### src/rtl/regfile_write_arbiter.sv
// regfile_write_arbiter
// Owns the single write port of the register bank. It shares the port between
// NUM_REQ writeback requesters using valid/ready handshakes. It also runs a
// zero-fill sweep over every register after reset and whenever clear_start
// is pulsed.
// Build option: define REGARB_FIXED_PRIO_EN to replace round-robin with fixed
// priority, where the lowest index wins and no rotation pointer exists.
module regfile_write_arbiter #(
    parameter int NUM_REQ = 3,
    parameter int DATA_W  = 32,
    parameter int ADDR_W  = 5
) (
    input  logic                      clk,
    input  logic                      reset,
    input  logic [NUM_REQ-1:0]        req_valid,
    input  logic [NUM_REQ*ADDR_W-1:0] req_addr,
    input  logic [NUM_REQ*DATA_W-1:0] req_data,
    output logic [NUM_REQ-1:0]        req_ready,
    input  logic                      clear_start,
    output logic                      clear_busy,
    output logic                      wr_en,
    output logic [ADDR_W-1:0]         wr_addr,
    output logic [DATA_W-1:0]         wr_data
);

    localparam int IDX_W = (NUM_REQ > 1) ? $clog2(NUM_REQ) : 1;
    localparam logic [ADDR_W-1:0] LAST_ADDR = '1;

    typedef enum logic {
        CLEAR,
        RUN
    } state_t;

    state_t             state;
    state_t             next_state;
    logic [ADDR_W-1:0]  clr_cnt;
    logic [NUM_REQ-1:0] grant;
    logic [IDX_W-1:0]   grant_idx;
    logic               grant_any;
    logic               accept;
    logic [ADDR_W-1:0]  sel_addr;
    logic [DATA_W-1:0]  sel_data;

`ifdef REGARB_FIXED_PRIO_EN
    // Pick the lowest-index valid requester
    always_comb begin
        grant     = '0;
        grant_idx = '0;
        grant_any = 1'b0;
        for (int k = 0; k < NUM_REQ; k++) begin
            if (!grant_any && req_valid[k]) begin
                grant[k]  = 1'b1;
                grant_idx = IDX_W'(k);
                grant_any = 1'b1;
            end
        end
    end
`else
    logic [IDX_W-1:0] rr_ptr;
    int               scan_idx;

    // Pick the first valid requester at or after rr_ptr, wrapping around
    always_comb begin
        grant     = '0;
        grant_idx = '0;
        grant_any = 1'b0;
        scan_idx  = 0;
        for (int k = 0; k < NUM_REQ; k++) begin
            scan_idx = int'(rr_ptr) + k;
            if (scan_idx >= NUM_REQ) begin
                scan_idx = scan_idx - NUM_REQ;
            end
            if (!grant_any && req_valid[IDX_W'(scan_idx)]) begin
                grant[IDX_W'(scan_idx)] = 1'b1;
                grant_idx = IDX_W'(scan_idx);
                grant_any = 1'b1;
            end
        end
    end

    // After each accept, move the rotation pointer to the slot just past the winner
    always_ff @(posedge clk or posedge reset) begin
        if (reset) begin
            rr_ptr <= '0;
        end else if (accept) begin
            rr_ptr <= (grant_idx == IDX_W'(NUM_REQ - 1)) ? '0 : grant_idx + 1'b1;
        end
    end
`endif

    // A grant counts only in RUN, and only when no clear is being requested.
    // A clear request takes priority over a pending write.
    assign accept   = (state == RUN) && !clear_start && grant_any;
    assign sel_addr = req_addr[grant_idx*ADDR_W +: ADDR_W];
    assign sel_data = req_data[grant_idx*DATA_W +: DATA_W];

    // State register
    always_ff @(posedge clk or posedge reset) begin
        if (reset) begin
            state <= CLEAR;
        end else begin
            state <= next_state;
        end
    end

    // Leave the sweep when the last address is written; re-enter it on clear_start
    always_comb begin
        next_state = state;
        case (state)
            CLEAR:   if (!clear_start && clr_cnt == LAST_ADDR) next_state = RUN;
            RUN:     if (clear_start) next_state = CLEAR;
            default: next_state = CLEAR;
        endcase
    end

    // Handshake and status outputs follow the current state
    always_comb begin
        req_ready  = accept ? grant : '0;
        clear_busy = (state == CLEAR);
    end

    // Register the write-port command: either a sweep write or the accepted
    // requester. Accepted writes to $0 keep wr_en low.
    always_ff @(posedge clk or posedge reset) begin
        if (reset) begin
            clr_cnt <= '0;
            wr_en   <= 1'b0;
            wr_addr <= '0;
            wr_data <= '0;
        end else begin
            case (state)
                CLEAR: begin
                    wr_en   <= 1'b1;
                    wr_data <= '0;
                    if (clear_start) begin
                        wr_addr <= '0;
                        clr_cnt <= ADDR_W'(1);
                    end else begin
                        wr_addr <= clr_cnt;
                        clr_cnt <= clr_cnt + 1'b1;
                    end
                end
                default: begin
                    if (clear_start) begin
                        wr_en   <= 1'b0;
                        clr_cnt <= '0;
                    end else if (accept) begin
                        wr_en   <= (sel_addr != '0);
                        wr_addr <= sel_addr;
                        wr_data <= sel_data;
                    end else begin
                        wr_en <= 1'b0;
                    end
                end
            endcase
        end
    end

endmodule

### config.mk
export PLATFORM = sky130hd
export DESIGN_NAME = regfile_write_arbiter
export DESIGN_NICKNAME = d
export VERILOG_FILES = /design/src/rtl/regfile_write_arbiter.sv
export SDC_FILE = /design/constraint.sdc
export NUM_CORES = 1
export LEC_CHECK = 0
export ABC_AREA = 1
export CAP_MARGIN = 20
export CORE_MARGIN = 5
export CORE_UTILIZATION = 40
export DETAILED_ROUTE_END_ITERATION = 10
export PLACE_DENSITY_LB_ADDON = 0.2
export REMOVE_ABC_BUFFERS = 1
export SYNTH_ARGS = -nofsm -noshare
export SYNTH_HDL_FRONTEND = slang
export SYNTH_SLANG_ARGS = --single-unit
### constraint.sdc
create_clock -name clk -period 2.98 [get_ports clk]
set_clock_uncertainty 0.1 [all_clocks]
set_input_delay 0.298 -clock clk [delete_from_list [all_inputs] [get_ports clk]]
set_output_delay 0.298 -clock clk [all_outputs]
set_load 0.02 [all_outputs]
==> reports/results.ini, run 1 <==
[finish]
fin_cells=653
n_antenna_cell=0
final_cell_mix=155 x clkdlybuf4s50_1, 76 x nand2_1, 70 x nand3_1
syn_to_final_growth_pct=60.12
layout_commonest_cell=clkdlybuf4s50_1
final_layout_size_suffix_gt1_frac=0.07581
nets=676

[yosys]
synth_seq_area_share=0.3912
syn_area_sq_um=2943
ys_ff_latch=46
synth_warnings=0
syn_avg_cell_area_sq_um=7.320
yosysUniqueCellTypes=33
synth_cells=402

[drt]
post_drt_wl_per_cell_microns=15.39
first_iter_violations=120
viasPerCell=5.032
antenna_left=0
wl_mm=10.05
first_pass_iters=4
vias=3286
drc=0

[flow_run]
maxCapViolCount=0

[die]
pin_count=159
die_area_sq_um=9173
core-area_sq_um=7214
rows=31
fp.dieW_microns=95.78
chipHeight_microns=95.78
start_util=0.4079

[clock_tree]
cts-buffers-inserted=5
clk_latency_ps=290
clock_tree.root_cell=clkbuf_8
clock_path_buffers=2
holdBufCountCts=0
h-tree-depth=2
clock_sinks=46
cts_tree=built
path_clk_slew_ps=90

[sta]
fin_crit_ps=2783
hold_viol_final=0
rsz0062_at_grt=no
setup-tns-final_ps=0
tightest_slew_ps=397.2
fmax_mhz=359.4
max_slew_margin=0.7352
slew_viol_final=0
finalCritPeriodShare=0.9338
setup_viol=0

[global_route]
grtUsageMet2=0.3660
grt_pass1_vias=3359
grt_first_pass_wirelength_mm=15.79
grt.busiest_layer=met2
grt-ovfl-total=0
use_met1=0.2668
antenna_found_initial=0
grt.total_usage=0.2171
grt_max_degree=47
use_met3=0.06177

[worst_setup_path]
path_class=reg -> out
cp.required_ps=2580
critical_path.top_delay_family=buffers and inverters
worstPathArrival_ps=2380
cp_common_cell=nand2_1
cpMaxStageDelayCell=ha_2
crit_path_start_kind=flop
slowest_delay_ps=420
cp-end-kind=output pin
cp_max_fo=8
path_buf_inv=4
worstPathCellList=inv_1, ha_2, inv_2, nand2_1, nand3_1, nand2_1, nand3_1, inv_1, nand2_1, a21oi_1, dlygate4sd2_1

[power]
p_per_area_nw_per_um2=376.6
vdd_drop_max_mv=0.2378
power_leakage_nw=2.081

[placed_design]
gp_congestion=0.8554
dpl.cell_count=644
dp_hpwl_mm=7.734
portBuffers=158

[outcome]
status=finished, final reports clean

[worst_hold_path]
hold_path.class=in -> async

final timing paths:
path,startpoint,to,slack [ps],cells after the start
max in group asynchronous,reset,rr_ptr[0]$_DFFE_PP0P_,2270,3
min in group clk,wr_data[23]$_DFFE_PP0P_,wr_data[23]$_DFFE_PP0P_,400,2
hold reg to reg,wr_data[23]$_DFFE_PP0P_,wr_data[23]$_DFFE_PP0P_,400,2
hold / removal,reset,wr_data[27]$_DFFE_PP0P_,80,2
setup reg to reg,rr_ptr[0]$_DFFE_PP0P_,wr_en$_DFF_PP0_,430,15
setup / recovery,rr_ptr[0]$_DFFE_PP0P_,req_ready[1],200,11
synth_stat cells (all sizes together):
cell type | number | area [sq um]
inv | 33 | 128.9
o211ai | 18 | 135.1
nand4 | 3 | 31.28
o21ai | 40 | 207.7
buf | 17 | 105.1
or2 | 1 | 6.260
nand3 | 72 | 377.9
nor3 | 1 | 5.000
nand3b | 1 | 7.510
ha | 6 | 75.07
o22ai | 3 | 18.77
nor4 | 1 | 6.260
clkbuf | 3 | 13.76
a31oi | 2 | 12.51
nand2 | 84 | 355.3
dfrtp | 46 | 1151
a21oi | 9 | 48.80
nor2 | 62 | 256.5
metrics by stage:
step | util | total power [mW] | hold slack, ps | worst slack [ps] | cell area, sq um
floorplan | - | 1.043 | 264.4 | 499.3 | 2824
global placement | 0.6365 | 1.345 | 377.9 | 88.07 | 4592
detailed placement | 0.6365 | 1.352 | 384.2 | 88.06 | 4592
CTS | 0.6509 | 1.783 | 405.3 | 94.63 | 4696
global route | 0.6531 | 1.883 | 80.41 | 17.43 | 4712
finish | 0.6531 | 1.774 | 83.58 | 197.3 | 4712
cell families (layout without fill, tap and decap cells):
family,Yosys count,in the layout,synth area share
AOI/OAI and AO/OA,72,72,0.1437
adders and majority gates,6,6,0.02551
buffers and inverters,53,205,0.08418
and+or+nand+nor,225,225,0.3554
DFF,46,46,0.3912
what timing repair did:
action                     4_1_cts  5_1_grt
cloned                           0        0
setup endpoints to repair        3        1
resized for setup                4        3
buffers inserted                 0        0
cell type report:
| class | count | area [sq um] |
|---|---|---|
| multi-input combinational | 303 | 1546 |
| inverter | 33 | 128.9 |
| timing repair buffer | 164 | 1657 |
| tap | 99 | 123.9 |
| clock buffer | 7 | 96.34 |
| fill | 655 | 2502 |
| clock inverter | 1 | 8.758 |
| sequential | 46 | 1151 |
layer usage:
layer  vias to the layer above  part of all wire
li1                       1645                 -
met1                      1493              0.40
met2                       126              0.50
met3                        22             0.080
met4                         0             0.026
met5                         -                 0
report_power, final:
part / internal, mW / switching [mW] / total, mW
logic: 0.277 / 0.421 / 0.698
registers: 0.636 / 0.0105 / 0.646
clock network: 0.213 / 0.217 / 0.430
flip-flops by register name (all words and copies together) (netlist names):
signal,flops
wr_addr,5
rr_ptr,2
state,1
wr_data,32
wr_en,1
clr_cnt,5
(Power assumes the default switching activity.)
==> inputs of run 2 (changes only) <==
- PLACE_DENSITY: default -> 0.87
- PLACE_DENSITY_LB_ADDON: 0.2 -> default
==> run 2 against run 1 <==
Global-route usage rose by 1.1 points. Critical path depth up 1. Worst setup slack lost 0.69 ps. First-iteration DRC count shrank 18%. Wire length increased by 2.3%. Non-clock buffer count down 1. Total power decreased by 0.66%. Sequential power about the same. Worst hold slack improved by 310 ps. Die area did not move. Largest power group unchanged. Highest routed layer unchanged.
==> reports/results.ini, run 2 (synthesis results as in run 1) <==
[outcome]
status=finished, final reports clean

[clock_tree]
cts_tree=built
path_clk_slew_ps=90  ; about the same
h-tree-depth=2  ; unchanged
holdBufCountCts=0  ; unchanged
cts_resized=4  ; unchanged
clock_tree.root_cell=clkbuf_8
clock_sinks=46  ; unchanged
clock_path_buffers=2  ; unchanged
clk_latency_ps=300  ; about the same
cts-buffers-inserted=5  ; unchanged
post_cts_buffers=0  ; unchanged

[sta]
max_slew_margin=0.3731  ; -0.3621
setup-tns-final_ps=0  ; unchanged
finalCritPeriodShare=0.9340  ; about the same
setup_viol=0  ; unchanged
fin_crit_ps=2783  ; +0.6920 ps
hold_viol_final=0  ; unchanged
rsz0062_at_grt=no
fmax_mhz=359.3  ; about the same
slew_viol_final=0  ; unchanged
tightest_slew_ps=939.0  ; +541.8 ps

[worst_setup_path]
reg2reg_depth=15  ; unchanged
path_class=reg -> out
worstPathArrival_ps=2390  ; about the same
slowest_delay_ps=420  ; about the same
crit_path_start_kind=flop
cpMaxStageDelayCell=ha_2
cp-end-kind=output pin
cp.required_ps=2580  ; about the same
worstPathCellList=inv_1, ha_2, inv_2, nand2_1, nand3_1, nand2_1, nand2_2, o21ai_2, inv_2, nand2_4, nor2_1, dlygate4sd2_1
cp_max_fo=8  ; unchanged

[die]
chipHeight_microns=95.78  ; unchanged
fp.dieW_microns=95.78  ; unchanged
core-area_sq_um=7214  ; unchanged
start_util=0.4079  ; unchanged
rows=31  ; unchanged
pin_count=159  ; unchanged
die_area_sq_um=9173  ; unchanged

[finish]
layout_commonest_cell=clkdlybuf4s50_1
final_layout_size_suffix_gt1_frac=0.07595  ; +0.0001371
syn_to_final_growth_pct=59.40
largest_register=wr_data
n_antenna_cell=0  ; unchanged
final_cell_mix=155 x clkdlybuf4s50_1, 76 x nand2_1, 70 x nand3_1
nets=675  ; -0.15%
stdcell_area_sq_um=4691  ; -0.45%
largest_reg_flops=32  ; unchanged
reg.largest.list=wr_data x32, clr_cnt x5, wr_addr x5
fin_cells=652  ; -0.15%

[global_route]
grt_pass1_vias=3518  ; +4.7%
grt_first_pass_wirelength_mm=16.36  ; +3.6%
grt.total_usage=0.2277  ; +0.01058
antenna_found_initial=0  ; unchanged
grt-ovfl-total=0  ; unchanged
grt_max_degree=47  ; unchanged

[power]
vdd_drop_max_mv=0.1815  ; -24%
p_per_area_nw_per_um2=375.8  ; -0.21%
power_mw=1.763  ; -0.66%
power_leakage_nw=2.066  ; -0.71%

[flow_run]
maxCapViolCount=0  ; unchanged

[drt]
antenna_left=0  ; unchanged
drc=0  ; unchanged
vias=3389  ; +3.1%
wl_mm=10.28  ; +2.3%
viasPerCell=5.198  ; +3.3%
first_iter_violations=99  ; -18%
post_drt_wl_per_cell_microns=15.76  ; +2.4%
first_pass_iters=6  ; +2

[placed_design]
dpl.cell_count=644  ; unchanged
placed_area_sq_um=4604  ; +0.27%
gp_congestion=0.8603  ; +0.57%
dp_hpwl_mm=7.913  ; +2.3%
portBuffers=158  ; unchanged

[worst_hold_path]
whs_path_depth=2
hold_path.class=reg -> reg

-- run 2: layout make-up --
| type | instances | area (sq um) |
|---|---|---|
| clock buffers | 6 | 82.58 |
| clock inverters | 2 | 12.51 |
| fillers | 629 | 2524 |
| inverters | 33 | 128.9 |
| multi-input cells | 303 | 1546 |
| flip-flops and latches | 46 | 1151 |
| well taps | 99 | 123.9 |
| repair buffers | 163 | 1645 |
-- run 2: metal layers --
metal / wire [microns] / GRT usage / vias to the layer above
met2: 5358 / 0.3995 / 159
met4: 185 / 0.07820 / 0
met5: 0 / 0 / -
met1: 3823 / 0.2601 / 1573
met3: 909 / 0.07271 / 17
li1: - / - / 1640
-- run 2: power breakdown --
part           leakage, nW  internal, mW  total, mW  switching [mW]
logic                 1.40         0.287      0.715           0.428
registers            0.624         0.636      0.646          0.0101
clock network       0.0472         0.187      0.402           0.215
total                 2.07          1.11       1.76           0.654
-- run 2: stage by stage --
stage                     hold slack [ps]  utilization  setup slack (ps)
after global routing                423.6       0.6502             18.03
after global placement              379.1       0.6382             162.7
after floorplan                     264.4            -             499.3
final                               398.2       0.6502             196.6
after CTS                           404.9       0.6512             130.4
after detailed placement            382.6       0.6382             130.3
-- run 2: critical path, delay by kind of cell, from the launching register on --
family / cells / cell delay, ps
and+or+nand+nor: 6 / 540
AOI/OAI and AO/OA: 1 / 160
DFF: 1 / 390
adders and majority gates: 1 / 420
buffers and inverters: 4 / 560
-- run 2: final timing paths --
check	start	end	slack (ps)
max	rr_ptr[0]$_DFFE_PP0P_	req_ready[0]	200
min	wr_data[28]$_DFFE_PP0P_	wr_data[28]$_DFFE_PP0P_	400
max reg2reg	rr_ptr[0]$_DFFE_PP0P_	wr_en$_DFF_PP0_	380
min reg2reg	wr_data[28]$_DFFE_PP0P_	wr_data[28]$_DFFE_PP0P_	400
max in group asynchronous	reset	rr_ptr[1]$_DFFE_PP0P_	1760
min in group asynchronous	reset	wr_data[24]$_DFFE_PP0P_	440
==> inputs of run 3 (changes only) <==
- SKIP_CTS_REPAIR_TIMING: default -> 1
==> run 3 against run 2 <==
Clock-buffer cell count did not move. Worst setup slack better by 45 ps. Clock power barely moved. Sequential cell count did not move. Combinational power about the same.
==> reports/results.ini, run 3 (synthesis results as in run 1) <==
[outcome]
status=finished, final reports clean

[finish]
n_antenna_cell=0  ; unchanged
syn_to_final_growth_pct=60.03
layout_commonest_cell=clkdlybuf4s50_1
n_fill_cell=629  ; unchanged
final_layout_size_suffix_gt1_frac=0.07233  ; -0.003617
reg.largest.list=wr_data x32, clr_cnt x5, wr_addr x5
largest_reg_flops=32  ; unchanged
final_cell_mix=155 x clkdlybuf4s50_1, 76 x nand2_1, 70 x nand3_1
largest_register=wr_data
nets=675  ; unchanged

[power]
vdd_drop_max_mv=0.1809  ; -0.33%
power_mw=1.764  ; about the same
power_leakage_nw=2.115  ; +2.4%
p_per_area_nw_per_um2=374.6  ; -0.31%

[drt]
post_drt_wl_per_cell_microns=15.77  ; about the same
first_pass_iters=4  ; -2
viasPerCell=5.178  ; -0.38%
drc=0  ; unchanged
vias=3376  ; -0.38%
first_iter_violations=108  ; +9.1%
antenna_left=0  ; unchanged
wl_mm=10.28  ; about the same

[clock_tree]
clock_path_buffers=2  ; unchanged
cts-buffers-inserted=5  ; unchanged
clock_tree.root_cell=clkbuf_8
clk_latency_ps=300  ; about the same
path_clk_slew_ps=90  ; about the same
h-tree-depth=2  ; unchanged
cts_tree=built
clock_sinks=46  ; unchanged

[sta]
hold_viol_final=0  ; unchanged
tightest_slew_ps=938.4  ; -0.6388 ps
slew_viol_final=0  ; unchanged
fin_crit_ps=2739  ; -44.53 ps
fmax_mhz=365.1  ; +1.6%
rsz0062_at_grt=no
whs_ps=399.2  ; +1.090 ps
finalCritPeriodShare=0.9191  ; -0.01494
setup_viol=0  ; unchanged
max_slew_margin=0.3735  ; +0.0004260

[die]
chipHeight_microns=95.78  ; unchanged
start_util=0.4079  ; unchanged
core-area_sq_um=7214  ; unchanged
pin_count=159  ; unchanged
die_area_sq_um=9173  ; unchanged
fp.dieW_microns=95.78  ; unchanged
rows=31  ; unchanged

[global_route]
grt_pass1_vias=3513  ; -0.14%
antenna_found_initial=0  ; unchanged
grt_first_pass_wirelength_mm=16.31  ; -0.29%
grt-ovfl-total=0  ; unchanged
grt_max_degree=47  ; unchanged
grt.total_usage=0.2270  ; -0.0006618

[worst_setup_path]
cp-end-kind=output pin
path_class=reg -> out
cp.required_ps=2580  ; about the same
crit_path_start_kind=flop
cp_max_fo=8  ; unchanged
worstPathArrival_ps=2340  ; -50 ps

[worst_hold_path]
hold_path.class=reg -> reg

[placed_design]
portBuffers=158  ; unchanged
dp_hpwl_mm=7.913  ; unchanged
gp_congestion=0.8603  ; unchanged

[flow_run]
maxCapViolCount=0  ; unchanged

[run 3: changes by cell type in the layout (fill, tap and decap cells not counted), sizes merged]
cell,before,now
clkbuf,8,6
dlygate4sd2,1,0
dlymetal6s2s,0,3
[run 3: area by class of cell]
| class | instances | area [sq um] | share of cell area |
|---|---|---|---|
| Clock inverter | 2 | 12.51 | 0.002657 |
| Tap cell | 99 | 123.9 | 0.02630 |
| Sequential cell | 46 | 1151 | 0.2444 |
| Multi-Input combinational cell | 303 | 1546 | 0.3284 |
| Inverter | 33 | 128.9 | 0.02736 |
| Timing Repair Buffer | 163 | 1664 | 0.3533 |
| Clock buffer | 6 | 82.58 | 0.01753 |
[run 3: worst paths after layout]
| path | slack [ps] | to | cells after the start | startpoint |
|---|---|---|---|---|
| worst max register to register | 360 | wr_en$_DFF_PP0_ | 15 | rr_ptr[0]$_DFFE_PP0P_ |
| worst max-delay path | 240 | req_ready[2] | 12 | rr_ptr[0]$_DFFE_PP0P_ |
| max in group asynchronous | 1760 | wr_data[6]$_DFFE_PP0P_ | 2 | reset |
| min in group asynchronous | 440 | wr_data[24]$_DFFE_PP0P_ | 2 | reset |
| worst min register to register | 400 | wr_data[28]$_DFFE_PP0P_ | 2 | wr_data[28]$_DFFE_PP0P_ |
| worst min-delay path | 400 | wr_data[28]$_DFFE_PP0P_ | 2 | wr_data[28]$_DFFE_PP0P_ |
[run 3: worst max-delay path: stages, from the launching register on]
cell and delay (ps):
dfrtp_1 410, inv_1 120, ha_2 350, inv_2 130
nand2_1 60, nand3_1 70, nand2_1 140, nand2_2 110
o21ai_2 70, inv_2 70, nand2_4 80, nor4_1 180
dlymetal6s2s_1 260
[run 3: per-layer routing]
| metal | wire, microns | part of all wire | up-vias | GRT usage |
|---|---|---|---|---|
| li1 | - | - | 1642 | - |
| met1 | 3768 | 0.37 | 1558 | 0.2591 |
| met2 | 5364 | 0.52 | 156 | 0.3961 |
| met3 | 950 | 0.092 | 20 | 0.07271 |
| met4 | 196 | 0.019 | 0 | 0.08294 |
| met5 | 0 | 0 | - | 0 |
[run 3: power by group]
group	total (mW)	internal (mW)	switching, mW
combinational	0.714	0.287	0.427
clock	0.404	0.187	0.217
sequential	0.646	0.636	0.0102
[run 3: through the flow]
stage	instance area (sq um)	setup WS, ps	util	TNS, ps	std cells
finish	4710	241.2	0.6528	0	652
global route	4710	48.15	0.6528	0	652
CTS	4700	-225.2	0.6514	-497.6	652
detailed placement	4604	130.3	0.6382	0	644
global placement	4604	162.7	0.6382	0	644
floorplan	2824	499.3	-	0	382
